<file path="src/rtl/row_push_up.sv">
// rtl/row_push_up.sv - scrolls a board held in synchronous RAM up one row and inserts a garbage row
//
// Purpose: on a start request, scans row 0 for occupied cells (overflow), moves every
// row up by one (row y+1 -> row y), then writes a garbage row into the bottom row with
// a single hole column.
//
// Ports:
//   clk        - single clock, all state changes on the rising edge
//   resetn     - asynchronous, active-low reset
//   start      - one-cycle request, honoured only while idle
//   hole_x     - column left empty in the garbage row (latched at start)
//   fill_color - block code for the non-hole garbage cells (latched at start)
//   ram_Q      - board RAM read data, one cycle after the address edge
//   ram_addr   - board RAM address (y*BOARD_W + x), registered
//   ram_data   - board RAM write data, registered
//   ram_wren   - board RAM write enable, registered
//   busy       - operation in progress
//   done       - one-cycle completion pulse
//   overflow   - row 0 held a non-zero block before the push; valid with done

module row_push_up #(
  parameter int BOARD_W = 10,
  parameter int BOARD_H = 25
) (
  input  logic       clk,
  input  logic       resetn,
  input  logic       start,
  input  logic [3:0] hole_x,
  input  logic [5:0] fill_color,
  input  logic [5:0] ram_Q,
  output logic [7:0] ram_addr,
  output logic [5:0] ram_data,
  output logic       ram_wren,
  output logic       busy,
  output logic       done,
  output logic       overflow
);

  localparam logic [7:0] W8        = 8'(BOARD_W);
  localparam logic [7:0] W_LAST    = 8'(BOARD_W - 1);
  localparam logic [7:0] LAST_CELL = 8'(BOARD_W * BOARD_H - 1);
  localparam logic [7:0] ROW_LAST  = 8'((BOARD_H - 1) * BOARD_W);

  typedef enum logic [2:0] {
    IDLE, SCAN, COPY_RD, COPY_WAIT, COPY_WR, FILL, DONE
  } state_t;

  state_t     state, state_nx;

  // idx is the scan column, the copy source address, or the fill column
  logic [7:0] idx, idx_nx;
  logic       phase, phase_nx;
  logic [3:0] hole_q, hole_nx;
  logic [5:0] color_q, color_nx;

  logic [7:0] addr_nx;
  logic [5:0] data_nx;
  logic       wren_nx, busy_nx, done_nx, ovf_nx;

  logic [7:0] idx_inc;
  logic [5:0] fill_first;
  logic [5:0] fill_next;

  assign idx_inc = idx + 8'd1;

  // A hole_x beyond the board width never matches a column, giving a solid row
  assign fill_first = (hole_q == 4'd0) ? 6'd0 : color_q;
  assign fill_next  = (idx_inc == {4'd0, hole_q}) ? 6'd0 : color_q;

  // State and registered outputs
  always_ff @(posedge clk or negedge resetn) begin
    if (!resetn) begin
      state    <= IDLE;
      idx      <= 8'd0;
      phase    <= 1'b0;
      hole_q   <= 4'd0;
      color_q  <= 6'd0;
      ram_addr <= 8'd0;
      ram_data <= 6'd0;
      ram_wren <= 1'b0;
      busy     <= 1'b0;
      done     <= 1'b0;
      overflow <= 1'b0;
    end else begin
      state    <= state_nx;
      idx      <= idx_nx;
      phase    <= phase_nx;
      hole_q   <= hole_nx;
      color_q  <= color_nx;
      ram_addr <= addr_nx;
      ram_data <= data_nx;
      ram_wren <= wren_nx;
      busy     <= busy_nx;
      done     <= done_nx;
      overflow <= ovf_nx;
    end
  end

  // Next-state logic
  always_comb begin
    state_nx = state;
    case (state)
      IDLE:      if (start) state_nx = SCAN;
      SCAN:      if (phase && idx == W_LAST) state_nx = COPY_RD;
      COPY_RD:   state_nx = COPY_WAIT;
      COPY_WAIT: state_nx = COPY_WR;
      COPY_WR:   state_nx = (idx == LAST_CELL) ? FILL : COPY_RD;
      FILL:      if (idx == W_LAST) state_nx = DONE;
      DONE:      state_nx = IDLE;
      default:   state_nx = IDLE;
    endcase
  end

  // Output / datapath logic: computes the values registered on the next edge,
  // so every RAM control appears in the same cycle as the state that owns it.
  always_comb begin
    idx_nx   = idx;
    phase_nx = phase;
    hole_nx  = hole_q;
    color_nx = color_q;
    addr_nx  = ram_addr;
    data_nx  = ram_data;
    wren_nx  = 1'b0;
    busy_nx  = busy;
    done_nx  = 1'b0;
    ovf_nx   = overflow;
    case (state)
      IDLE: begin
        if (start) begin
          hole_nx  = hole_x;
          color_nx = fill_color;
          idx_nx   = 8'd0;
          phase_nx = 1'b0;
          addr_nx  = 8'd0;
          data_nx  = 6'd0;
          busy_nx  = 1'b1;
          ovf_nx   = 1'b0;
        end
      end
      SCAN: begin
        if (!phase) begin
          // address is being registered into the RAM this cycle
          phase_nx = 1'b1;
        end else begin
          if (ram_Q != 6'd0) ovf_nx = 1'b1;
          phase_nx = 1'b0;
          if (idx == W_LAST) begin
            idx_nx  = W8;
            addr_nx = W8;
          end else begin
            idx_nx  = idx_inc;
            addr_nx = idx_inc;
          end
        end
      end
      COPY_RD: begin
      end
      COPY_WAIT: begin
        // ram_Q now holds the source cell; write it one row higher
        addr_nx = idx - W8;
        data_nx = ram_Q;
        wren_nx = 1'b1;
      end
      COPY_WR: begin
        if (idx == LAST_CELL) begin
          idx_nx  = 8'd0;
          addr_nx = ROW_LAST;
          data_nx = fill_first;
          wren_nx = 1'b1;
        end else begin
          idx_nx  = idx_inc;
          addr_nx = idx_inc;
        end
      end
      FILL: begin
        if (idx == W_LAST) begin
          done_nx = 1'b1;
        end else begin
          idx_nx  = idx_inc;
          addr_nx = ram_addr + 8'd1;
          data_nx = fill_next;
          wren_nx = 1'b1;
        end
      end
      DONE: begin
        busy_nx = 1'b0;
      end
      default: begin
        busy_nx = 1'b0;
      end
    endcase
  end

endmodule

</file>
<file path="config.mk">
export PLATFORM = sky130hd
export DESIGN_NAME = row_push_up
export DESIGN_NICKNAME = d
export VERILOG_FILES = /design/src/rtl/row_push_up.sv
export SDC_FILE = /design/constraint.sdc
export NUM_CORES = 1
export LEC_CHECK = 0
export ABC_AREA = 1
export CAP_MARGIN = 20
export CORE_MARGIN = 1.5
export CORE_UTILIZATION = 49
export DETAILED_ROUTE_END_ITERATION = 10
export PLACE_DENSITY = 0.88
export RECOVER_POWER = 50
export SLEW_MARGIN = 25
export SYNTH_ARGS = -nofsm -noshare
export SYNTH_HDL_FRONTEND = slang
export SYNTH_SLANG_ARGS = --single-unit
</file>
<file path="constraint.sdc">
create_clock -name clk -period 1.6 [get_ports clk]
set_input_delay 0.32 -clock clk [delete_from_list [all_inputs] [get_ports clk]]
set_output_delay 0.32 -clock clk [all_outputs]
set_load 0.05 [all_outputs]
</file>
# After elaboration in Yosys (flattened, before gate mapping)
# Cells that the tools add are included.
# word_totals
regBits	40
latchBits	0
ram_bits	0
romBits	0
inputBits	19
out_inout_bits	18
elab_cells	80
memories	0
# classes
n_addsub	3
n_mul	0
n_div	0
n_lt_le_gt_ge	0
eq_ne	15
n_shift	0
n_mux	33
n_bitwise	1
reduce_logical	17
# op_table
op	n
2-to-1 mux 8 bit	7
case mux 8 bit (5 select lines)	1
case mux 8 bit (4 select lines)	1
2-to-1 mux 6 bit	5
case mux 6 bit (4 select lines)	1
case mux 3 bit (6 select lines)	1
adder 8 x 1 -> 8 bit (second input constant)	2
AND reduction 4 bit	4
inequality test 2 bit (second input constant)	7
2-to-1 mux 3 bit	4
2-to-1 mux 1 bit	9
== test 8 x 4 -> 1 bit	1
== test 8 x 4 -> 1 bit (second input constant)	1
== test 8 bit (second input constant)	1
nonzero test 4 bit	2
subtractor 8 x 4 -> 8 bit (second input constant)	1
== test 3 x 2 -> 1 bit (second input constant)	2
== test 3 bit (second input constant)	2
case mux 1 bit (2 select lines)	3
AND reduction 2 bit	3
nonzero test 6 bit	1
nonzero test 5 bit	1
OR reduction 5 bit	1
zero test 4 bit	1
7 further kinds	7

# Logic depth before layout (Yosys ltp)
# logic_depth
word_depth	5
mapped_depth	13
ltp_nobuf	13

# Worst setup path after synthesis
# OpenSTA, ideal clock, no wires.
# synth_path
kind	register to register
startpoint	register ram_addr[2]
endpoint	register ram_addr[5]
setup_time_ns	0.120
t_arrival_ns	1.573
t_required_ns	1.480
slack_ns	-0.093
path_stages_with_launch	10
path_buffers	0
period_less_slack_ns	1.693
path_cell_list	dfrtp_1 inv_1 nor3_1 nand2_1 inv_1 nand3_1 nand3_1 nand2_1 nand2_2 o21ai_2
# synth_between
elab_chain_cells	3
# synth_lines
element	line	text
from (decl)	31	output logic [7:0] ram_addr,
from (signal assigned)	90	ram_addr <= addr_nx;
adder 8 x 1 -> 8 bit	180	addr_nx = ram_addr + 8'd1;
2-to-1 mux 8 bit	176	if (idx == W_LAST) begin
case mux 8 bit (5 select lines)	127	case (state)
# Every way passes these cells. The select of a mux whose other input is x is not followed.
# A chain may end at the register's enable or synchronous reset.

# Worst setup path in the final report
# layout_path
startpoint	register idx[1]
endpoint	register ram_data[0]
# layout_between
elab_chain_cells	5
word_cells_on_any_way	10
cone_classes	add/sub: 1; eq/ne: 5; mux: 3; reduce/logical: 1
# layout_lines
element	line	text
from (decl)	51	logic [7:0] idx, idx_nx;
from (signal assigned)	86	idx <= idx_nx;
adder 8 x 1 -> 8 bit	64	assign idx_inc = idx + 8'd1;
== test 8 x 4 -> 1 bit	68	assign fill_next = (idx_inc == {4'd0, hole_q}) ? 6'd0 : color_q;
2-to-1 mux 6 bit	68	
2-to-1 mux 6 bit	176	
case mux 6 bit (4 select lines)	127	
to (signal assigned)	91	ram_data <= data_nx;
to (decl)	32	output logic [5:0] ram_data,
# Several ways; a longest one is shown, not always the timed one. The select of a mux whose other input is x is not followed.

==> summary.md <==
| Metric | Value |
|---|---|
| RSZ-0062 raised after global routing | yes |
| Flip-flop and latch count after synthesis | 40 |
| Starting Density | 51.9% |
| Final setup viols | 27 |
| Via/cell ratio | 6.41 |
| Slew HR | 64.7% |
| Number of flops mapped to enable cells by yosys | 0 |
| Post-route cell area | 4000 µm² |
| Clock Skews | 0.00711 ns |
| Lkg Pwr | 1.91 nW |
| 1st-pass router iterations | 5 |
| DIE HEIGHT | 74.4 µm |
| Core area | 4820 µm² |
| CTS tree | done |
| ANT nets after route | 0 |
| CP bufs+invs | 1 |
| Die width | 74.4 µm |
| Tot Pwr | 1.84 mW |
| Post-Syn Area | 2500 µm² |
| Num ports | 37 |
| Total number of clock tree sinks | 40 |
| PwrDens | 460 nW/µm² |
| Die area | 5540 µm² |
| Total length of routed wires | 10.9 mm |
| Sequential share of power | 55.6% |
| Vias in the first global route | 2947 |
| Final Max Slew Viols | 0 |
| Syn nets | 366 |
| Crit path largest cell delay | 0.49 ns |
| Nets@finish | 469 |
| Diode count | 0 |
| First-pass GRT wire length | 13.5 mm |
| Failing checks | negative setup slack |
| DP Area | 3290 µm² |
| Number of library cell types mapped by synthesis | 31 |
| Detailed Route Iter0 Violations | 599 |
| Fmax | 0.528 GHz |
| Mapped Cells | 342 |
| Initial antenna violation count | 0 |
| Final Critical Period | 1.89 ns |
| Worst-path clk slew | 0.09 ns |
| Comb pwr share | 6.8% |
| Rows | 25 |
| Max_cap viols | 0 |
| Setup WS pre-CTS | -0.213 ns |
| Hpwl dp | 5.59 mm |
| CP most frequent cell | nand2_2 |
| Main synth FF type | dfrtp_1 |
| Area Growth Syn to Fin | 60.2% |
| Data arrival time of the worst path | 2.08 ns |
| Crit-path leading delay family | simple AND/OR/NAND/NOR gates |
| Startpoint types | flip-flop |
| Post-route DRC | 0 |
| Filler cells | 248 |
| TritonCTS buffer count | 5 |
| Fraction of layout cells with a size suffix above 1 | 48.3% |
| Async SR Flop Fraction | 100% |
| Clk_lat worst skew | 0.30 ns |
| CP max FO | 6 |
| Int Power | 1.37 mW |
| Vias post-DR | 3282 |
| Peak supply drop | 566 µV |
| Hold path depth | 2 |
| Final Hold Violating Endpoints | 0 |
| Worst-Margin Slew | 0.530 ns |
| CP Class | reg2reg |
| Final Cycle Share | 118% |
| WL/cell | 21.2 µm |
| CP cell instances | ha_4, buf_6, nand3_1, nand3_1, nand2_1, nand2_2, nor2_4, nand3_4, nand3_2, nand3_2, nand2_2, nand2_2 |
| Clk pwr share | 37.6% |
| Critical Path Stages | 12 |
| Switching power total | 0.472 mW |
| Worst hold path class | reg2reg |
| CP endpoint kind | flip-flop |
| Setup slack after layout | -0.294 ns |
| Worst Path Required | 1.79 ns |
| Max clock buf depth | 2 |
| Root buf cell | clkbuf_8 |
| Reg2Reg Depth | 12 |
| RePlAce Congestion | 1.01 |
| Total grt overflow | 0 |
| Seq/Total Area, Yosys | 40.1% |
| H-tree levels | 2 |
| Status | finished with violations |
| Slowest-stage cell, CP | dfrtp_2 |
| Port Buffers | 36 |
| GRT Total Usage | 32.4% |
| Syn_area_per_cell | 7.31 µm² |
| Largest net degree at the start of global routing | 22 |
| Ys Warns | 0 |
| Sw Share | 25.6% |
[power groups by stage]
| stage | Clock, mW | Sequential [mW] | Combinational (mW) |
|---|---|---|---|
| finish | 0.692 | 1.02 | 0.124 |
| global route | 0.708 | 1.02 | 0.133 |
| CTS | 0.659 | 1.02 | 0.126 |
| detailed placement | 0 | 1.04 | 0.123 |
| global placement | 0 | 1.04 | 0.122 |
| floorplan | 0 | 1.07 | 0.00739 |
[Yosys cell counts, types with 3 or more instances]
master   count  area [µm²]
a21oi_1     11        55.1
buf_2        3        15.0
dfrtp_1     40        1000
ha_1         5        62.6
inv_1       33         124
inv_2       13        48.8
mux2_2       6        67.6
nand2_1     86         323
nand2_2      5        31.3
nand3_1     50         250
nand3_2      3        30.0
nand4_1      3        18.8
nor2_1      23        86.3
nor2_2       3        18.8
o21ai_0     29         145
o21ai_1      3        15.0
o21ai_2      7        61.3
o22ai_1      3        18.8
[flip-flops by register name (all words and copies together) (netlist names)]
| signal | cells |
|---|---|
| busy | 1 |
| color_q | 6 |
| done | 1 |
| hole_q | 4 |
| idx | 8 |
| overflow | 1 |
| phase | 1 |
| ram_addr | 8 |
| ram_data | 6 |
| ram_wren | 1 |
| state | 3 |
[routing by layer]
layer  GRT usage (%)  up-vias  wire length [µm]
li1                -     1335                 -
met4            18.8        0               923
met1            37.4     1521              3740
met2            55.8      317              5150
met5               0        -                 0
met3            6.37      109              1060
[layout make-up]
type                       count  area (µm²)  area share, %
clock buffer                   5        68.8           1.72
timing repair buffer         101         922           23.0
inverter                      46         198           4.94
timing repair inverter         1        6.26          0.156
multi-input combinational    250        1700           42.5
clock inverter                 2        12.5          0.313
sequential                    40        1010           25.3
tap                           67        83.8           2.09
[cells in the final DEF, fill, tap and decap left out, types with 3 or more instances in the layout]
master	netlist	layout
inv_2	13	16
dfrtp_1	40	32
inv_1	33	26
dfrtp_2	0	8
o21ai_2	7	16
buf_12	0	7
buf_4	0	65
inv_8	0	3
nand4_1	3	3
o21ai_1	3	14
nor2_1	23	11
buf_6	1	9
clkbuf_8	0	5
nand3_4	1	5
ha_4	0	4
nor2_4	2	12
nand2_4	0	8
nand2_2	5	16
a21oi_1	11	8
nor2_2	3	5
nand3_2	3	16
nand2_1	86	67
mux2_2	6	6
nand3_1	50	33
clkdlybuf4s50_1	0	17
o21ai_0	29	9
[tightest hold or removal path: stages (launching register included)]
cell     delay [ns]
dfrtp_1        0.36
nand2_1        0.05
nand2_1        0.06
[logic make-up (layout without fill, tap and decap cells)]
logic type               after synthesis  in the layout  share of synthesized area, %
AND/OR/NAND/NOR                      182            182                          33.4
AO/OA/AOI/OAI                         56             56                          12.7
buffers and inverters                 52            155                          8.31
flip-flops                            40             40                          40.1
multiplexers                           6              6                          2.70
adder cells (fa/ha/maj)                5              5                          2.50
XOR/XNOR                               1              1                         0.351
[what timing repair did]
| action | 4_1_cts | 5_1_grt |
|---|---|---|
| buffers inserted | 9 | 14 |
| hold endpoints to repair | 3 | 0 |
| pin swaps | 26 | 34 |
| hold buffers | 1 | 0 |
| cloned | 0 | 1 |
| resized for setup | 71 | 74 |
| setup endpoints to repair | 25 | 26 |
[final timing paths]
| path | startpoint | to | slack, ns |
|---|---|---|---|
| worst max-delay path | idx[1]$_DFFE_PN0P_ | ram_data[0]$_DFFE_PN0P_ | -0.29 |
| worst max register to register | idx[1]$_DFFE_PN0P_ | ram_data[0]$_DFFE_PN0P_ | -0.29 |
| max in group asynchronous | resetn | state[1]$_DFFE_PN0P_ | 0.28 |
| worst min register to register | ram_data[4]$_DFFE_PN0P_ | ram_data[4]$_DFFE_PN0P_ | 0.50 |
| worst min-delay path | ram_data[4]$_DFFE_PN0P_ | ram_data[4]$_DFFE_PN0P_ | 0.50 |
| min in group asynchronous | resetn | idx[5]$_DFFE_PN0P_ | 0.53 |
[metrics by stage]
stage	setup TNS (ns)	utilization [%]	cells	hold WS, ns
after floorplan	0	-	342	0.0244
after global routing	-5.98	83.1	512	0.541
final	-4.48	83.1	512	0.504
after global placement	-2.41	68.3	483	0.305
after detailed placement	-3.44	68.3	483	0.307
after CTS	-0.841	76.4	498	0.497
(Power assumes the default switching activity.)
